## src/rtl/pipe_pkg.sv

```systemverilog
// Shared types and constants for the pipeline stage register and its skid buffer.
package pipe_pkg;

    localparam int unsigned CNT_W_DEFAULT = 16;

    typedef enum logic [1:0] {
        EMPTY = 2'd0,
        ONE   = 2'd1,
        TWO   = 2'd2
    } skid_state_e;

endpackage

```

## src/rtl/pipe_skid_buf.sv

```systemverilog
// Two-entry output/skid buffer: state counts held payloads, ready is registered
// so upstream never sees a combinational path from downstream ready.
module pipe_skid_buf
    import pipe_pkg::*;
#(
    parameter int unsigned         WIDTH     = 166,
    parameter logic [0:WIDTH-1]    NOP_VALUE = '0
) (
    input  logic               clk_i,
    input  logic               reset_i,
    input  logic               flush_i,
    input  logic               push_i,
    input  logic [0:WIDTH-1]   data_i,
    input  logic               pop_i,
    output logic               ready_o,
    output logic               valid_o,
    output logic [0:WIDTH-1]   data_o
);

    skid_state_e        state_q;
    logic [0:WIDTH-1]   out_q;
    logic [0:WIDTH-1]   skid_q;
    logic               ready_q;

    always_ff @(posedge clk_i) begin
        if (reset_i || flush_i) begin
            state_q <= EMPTY;
            out_q   <= NOP_VALUE;
            skid_q  <= NOP_VALUE;
            ready_q <= 1'b1;
        end else begin
            case (state_q)
                EMPTY: begin
                    if (push_i) begin
                        state_q <= ONE;
                        out_q   <= data_i;
                    end
                end
                ONE: begin
                    if (push_i && pop_i) begin
                        out_q <= data_i;
                    end else if (push_i) begin
                        state_q <= TWO;
                        skid_q  <= data_i;
                        ready_q <= 1'b0;
                    end else if (pop_i) begin
                        state_q <= EMPTY;
                        out_q   <= NOP_VALUE;
                    end
                end
                TWO: begin
                    // Older payload leaves; the skid entry becomes the head.
                    if (pop_i) begin
                        state_q <= ONE;
                        out_q   <= skid_q;
                        skid_q  <= NOP_VALUE;
                        ready_q <= 1'b1;
                    end
                end
                default: begin
                    state_q <= EMPTY;
                    out_q   <= NOP_VALUE;
                    skid_q  <= NOP_VALUE;
                    ready_q <= 1'b1;
                end
            endcase
        end
    end

    assign ready_o = ready_q;
    assign valid_o = (state_q != EMPTY);
    assign data_o  = out_q;

endmodule

```

## src/rtl/pipe_stage_reg.sv

```systemverilog
// Generic valid/ready pipeline stage register with flush and stall counter.
// Define PIPE_STAGE_SKID_EN to add a registered-ready skid entry.
module pipe_stage_reg
    import pipe_pkg::*;
#(
    parameter int unsigned         WIDTH     = 166,
    parameter logic [0:WIDTH-1]    NOP_VALUE = '0,
    parameter int unsigned         CNT_W     = CNT_W_DEFAULT
) (
    input  logic               clk,
    input  logic               reset,
    input  logic               in_valid,
    output logic               in_ready,
    input  logic [0:WIDTH-1]   in_data,
    input  logic               flush,
    output logic               out_valid,
    input  logic               out_ready,
    output logic [0:WIDTH-1]   out_data,
    output logic [CNT_W-1:0]   stall_count
);

    localparam logic [CNT_W-1:0] CNT_MAX = '1;

    logic accept;
    logic emit;

    assign accept = in_valid && in_ready;
    assign emit   = out_valid && out_ready;

`ifdef PIPE_STAGE_SKID_EN
    logic skid_ready;

    pipe_skid_buf #(
        .WIDTH     (WIDTH),
        .NOP_VALUE (NOP_VALUE)
    ) u_skid (
        .clk_i     (clk),
        .reset_i   (reset),
        .flush_i   (flush),
        .push_i    (accept),
        .data_i    (in_data),
        .pop_i     (emit),
        .ready_o   (skid_ready),
        .valid_o   (out_valid),
        .data_o    (out_data)
    );

    assign in_ready = skid_ready && !flush && !reset;
`else
    logic               valid_q;
    logic [0:WIDTH-1]   data_q;

    assign in_ready = (!valid_q || out_ready) && !flush && !reset;

    // Single entry: accept wins over emit, giving pass-through on simultaneous handshakes.
    always_ff @(posedge clk) begin
        if (reset || flush) begin
            valid_q <= 1'b0;
            data_q  <= NOP_VALUE;
        end else if (accept) begin
            valid_q <= 1'b1;
            data_q  <= in_data;
        end else if (emit) begin
            valid_q <= 1'b0;
            data_q  <= NOP_VALUE;
        end
    end

    assign out_valid = valid_q;
    assign out_data  = data_q;
`endif

    logic [CNT_W-1:0] stall_q;

    // Saturating back-pressure counter; flush deliberately does not touch it.
    always_ff @(posedge clk) begin
        if (reset) begin
            stall_q <= '0;
        end else if (out_valid && !out_ready && (stall_q != CNT_MAX)) begin
            stall_q <= stall_q + CNT_W'(1);
        end
    end

    assign stall_count = stall_q;

endmodule
```

## config.mk

```make
export PLATFORM = sky130hd
export DESIGN_NAME = pipe_stage_reg
export DESIGN_NICKNAME = d
export VERILOG_FILES = /design/src/rtl/pipe_pkg.sv /design/src/rtl/pipe_skid_buf.sv /design/src/rtl/pipe_stage_reg.sv
export SDC_FILE = /design/constraint.sdc
export NUM_CORES = 1
export LEC_CHECK = 0
export CORE_UTILIZATION = 35
export DETAILED_ROUTE_END_ITERATION = 6
export GPL_TIMING_DRIVEN = 0
export PLACE_DENSITY = 0.79
export SLEW_MARGIN = 20
export SYNTH_ARGS = -nofsm -noshare
export SYNTH_HDL_FRONTEND = slang
export SYNTH_SLANG_ARGS = --single-unit
export TNS_END_PERCENT = 20
```

## constraint.sdc

```tcl
create_clock -name clk -period 1.7 [get_ports clk]
set_input_delay 0.255 -clock clk [delete_from_list [all_inputs] [get_ports clk]]
set_output_delay 0.255 -clock clk [all_outputs]
set_load 0.05 [all_outputs]
```

==> impl_metrics.ini <==
[route]
post-route-drc-count = 0
vias_per_cell = 5.16
drt-total-wl_um = 23300
drtPass1Iterations = 5
vias = 6625
ant_nets = 0
drt_iter0_drc = 392
routedWlPerCell_um = 18.2

[floorplanning]
num_rows = 48
initial_core_util_pct = 36.2
io_pins = 355
die_h_um = 137
die_area_mm2 = 0.0186
core_mm2 = 0.0175
die_w_um = 137

[run_status]
violations = negative setup slack
run_status = finished with violations

[yosys]
ys_warn_count = 0
ys_seq_elements = 183
synth-seq-area-share_pct = 57.8
synth_top_area_cell = dfxtp_1
syn_nets = 837
synth.top_cell.area_share_pct = 57.8
synth-edff-count = 0
synthMostInstantiatedCell = dfxtp_1
synth_area_per_cell_um2 = 9.52
yosys-top-cells-count = dfxtp_1 (183), nor2_1 (175), a22oi_1 (166)
ys.flop_type = dfxtp_1
synthArstFlopShare_pct = 0
netlist_area_mm2 = 0.00633
yosys-top-cells-area = dfxtp_1 (58%), a22oi_1 (20%), nor2_1 (10%)
yosysUniqueCellTypes = 34
syn_inst = 665

[worst_setup_path]
crit_end = stall_count[10]$_SDFFE_PP0P_
path_max_fanout = 5
start_kind = flop
crit_type = flop to flop
r2r_setup_slack_ps = -30
critPathCaptureType = flop
crit_chain = ha_4, nand3_4, or3_4, or4_1, a21oi_1
reg2reg_to = stall_count[10]$_SDFFE_PP0P_
r2r_cells = 5
arrival_ps = 2070
cp_slowest_cell = or4_1
max_stage_delay_ps = 470
r2r-start = stall_count[1]$_SDFFE_PP0P_
worstPathRequired_ps = 2040
cp-startpoint = stall_count[1]$_SDFFE_PP0P_

[cts]
cts_max_path_buffers = 2
cts.htree.levels = 4
clk_pin_slew_ps = 60
cts_num_sinks = 183
numCtsBuffers = 17
clk_latency_ps = 420
cts_hold_buf = 0
tritoncts = done
clock_tree.root_cell = clkbuf_16

[global_routing]
busiest_layer = met2
grt_pass1_vias = 6260
grt_pass1_wl_um = 34000
antenna_found_initial = 1
grtUsageMet2_pct = 42.0
met3_usage_pct = 7.00
grt_max_degree = 17
groute.usage.overall_pct = 24.1
met1_usage_pct = 27.6
overflow = 0

[placement]
portBuffers = 354
dpl.cell_count = 1244
place_area_mm2 = 0.0102
dp_hpwl_um = 17100
routabilityCongestion = 0.844

[finish]
stdcell_area_mm2 = 0.0108
final_cell_count_no_fill = 1283
fin_util_pct = 62.0
area_growth_pct = 71.0
final_nets = 1219
n_antenna_cell = 0
drive_gt1_share_pct = 11.0

[timing]
worst_pin_slew_ps = 583
setup_slack_ps = -30.5
timing.final.crit_share_pct = 102
rsz0062_at_grt = yes
period_needed_ps = 1730
hold_viol = 0
setup_viol = 3
max_clock_freq_ghz = 0.578
slew_viol_final = 0
relSlewSlack_pct = 61.3
skew_ps = 8.00

[flow_run]
cap_viol_max_count = 0

[power_and_ir_drop]
vdd_ir_drop_max_mv = 0.651
power.density_mw_per_mm2 = 868
leakage_nw = 4.68

[hold_path]
hold_class = input port to flop
-- per-stage QoR --
step | setup WS (ps) | setup TNS, ps | total power [mW] | hold slack, ps
finish | -30.5 | -51.0 | 9.40 | 380
global route | -112 | -288 | 9.71 | 397
CTS | -120 | -553 | 9.45 | 418
detailed placement | -1440 | -156810 | 5.58 | 478
global placement | -1410 | -152830 | 5.57 | 475
floorplan | -63.6 | -237 | 4.95 | 374
-- cell families (layout without fill, tap and decap cells) --
group | after synthesis | in the layout | synth area share (%)
flops | 183 | 183 | 57.8
fa+ha+maj | 1 | 1 | 0.198
buf+inv | 63 | 456 | 4.29
simple gates | 225 | 225 | 15.2
compound gates | 191 | 191 | 22.1
mux | 2 | 2 | 0.356
-- worst min-delay path by stage --
stage | startpoint | endpoint | slack [ps] | cells after the start
after floorplan | in_valid | out_valid$_SDFFE_PP0P_ | 370 | 2
after global placement | stall_count[5]$_SDFFE_PP0P_ | stall_count[5]$_SDFFE_PP0P_ | 480 | 1
after detailed placement | stall_count[5]$_SDFFE_PP0P_ | stall_count[5]$_SDFFE_PP0P_ | 480 | 1
after CTS | reset | stall_count[6]$_SDFFE_PP0P_ | 420 | 4
after global routing | flush | out_data[25]$_SDFFE_PP0P_ | 400 | 4
final | flush | out_data[25]$_SDFFE_PP0P_ | 380 | 4
-- layout by cell type (no fill, tap or decap), drive strengths merged, types with 4 or more instances in the layout --
cell / Yosys / routed
inv: 3 / 5
nand3: 9 / 9
dlygate4sd2: 0 / 184
o21ai: 4 / 4
clkdlybuf4s50: 0 / 168
a22oi: 166 / 166
buf: 28 / 39
dfxtp: 183 / 183
nand2: 6 / 6
nand4: 5 / 5
o31ai: 4 / 4
clkbuf: 32 / 50
or4: 4 / 4
or3: 5 / 5
nor3: 6 / 6
a21oi: 9 / 9
nor2: 175 / 175
clkinv: 0 / 6
-- area by class of cell --
type | instances | area [um2]
Tap cell | 225 | 282
Buffer | 56 | 334
Clock buffer | 19 | 443
Timing Repair Buffer | 367 | 3420
Fill cell | 1548 | 6650
Clock inverter | 11 | 126
Sequential cell | 183 | 3710
Inverter | 3 | 11.3
Multi-Input combinational cell | 419 | 2500
-- metal layers --
| layer | vias up | share of wire, % |
|---|---|---|
| met4 | 0 | 2.8 |
| met2 | 277 | 49 |
| li1 | 3167 | - |
| met5 | - | 0 |
| met1 | 3139 | 40 |
| met3 | 42 | 8.0 |
-- worst max-delay path, delay by kind of cell, from the launching register on --
kind | cells | cell delay (ps)
adder cells (fa/ha/maj) | 1 | 170
flip-flops | 1 | 380
AO/OA/AOI/OAI | 1 | 130
AND/OR/NAND/NOR | 3 | 980
-- flip-flops by register name, summed over array words and instances, names as in the netlist --
name / cells
out_data: 166
out_valid: 1
stall_count: 16
-- timing repair --
item                                    in CTS  in global routing
endpoints found under the setup margin     340                164
gates resized for setup                    234                 19
gates cloned                                 1                  0
buffers inserted                             3                  9
pin swaps                                    3                  4
-- report_power, final --
part,internal [mW],total (mW),switching (mW)
Clock,2.20,3.92,1.72
Combinational,0.555,1.13,0.575
Sequential,4.32,4.35,0.0295
Power figures use the tool's default switching activity.
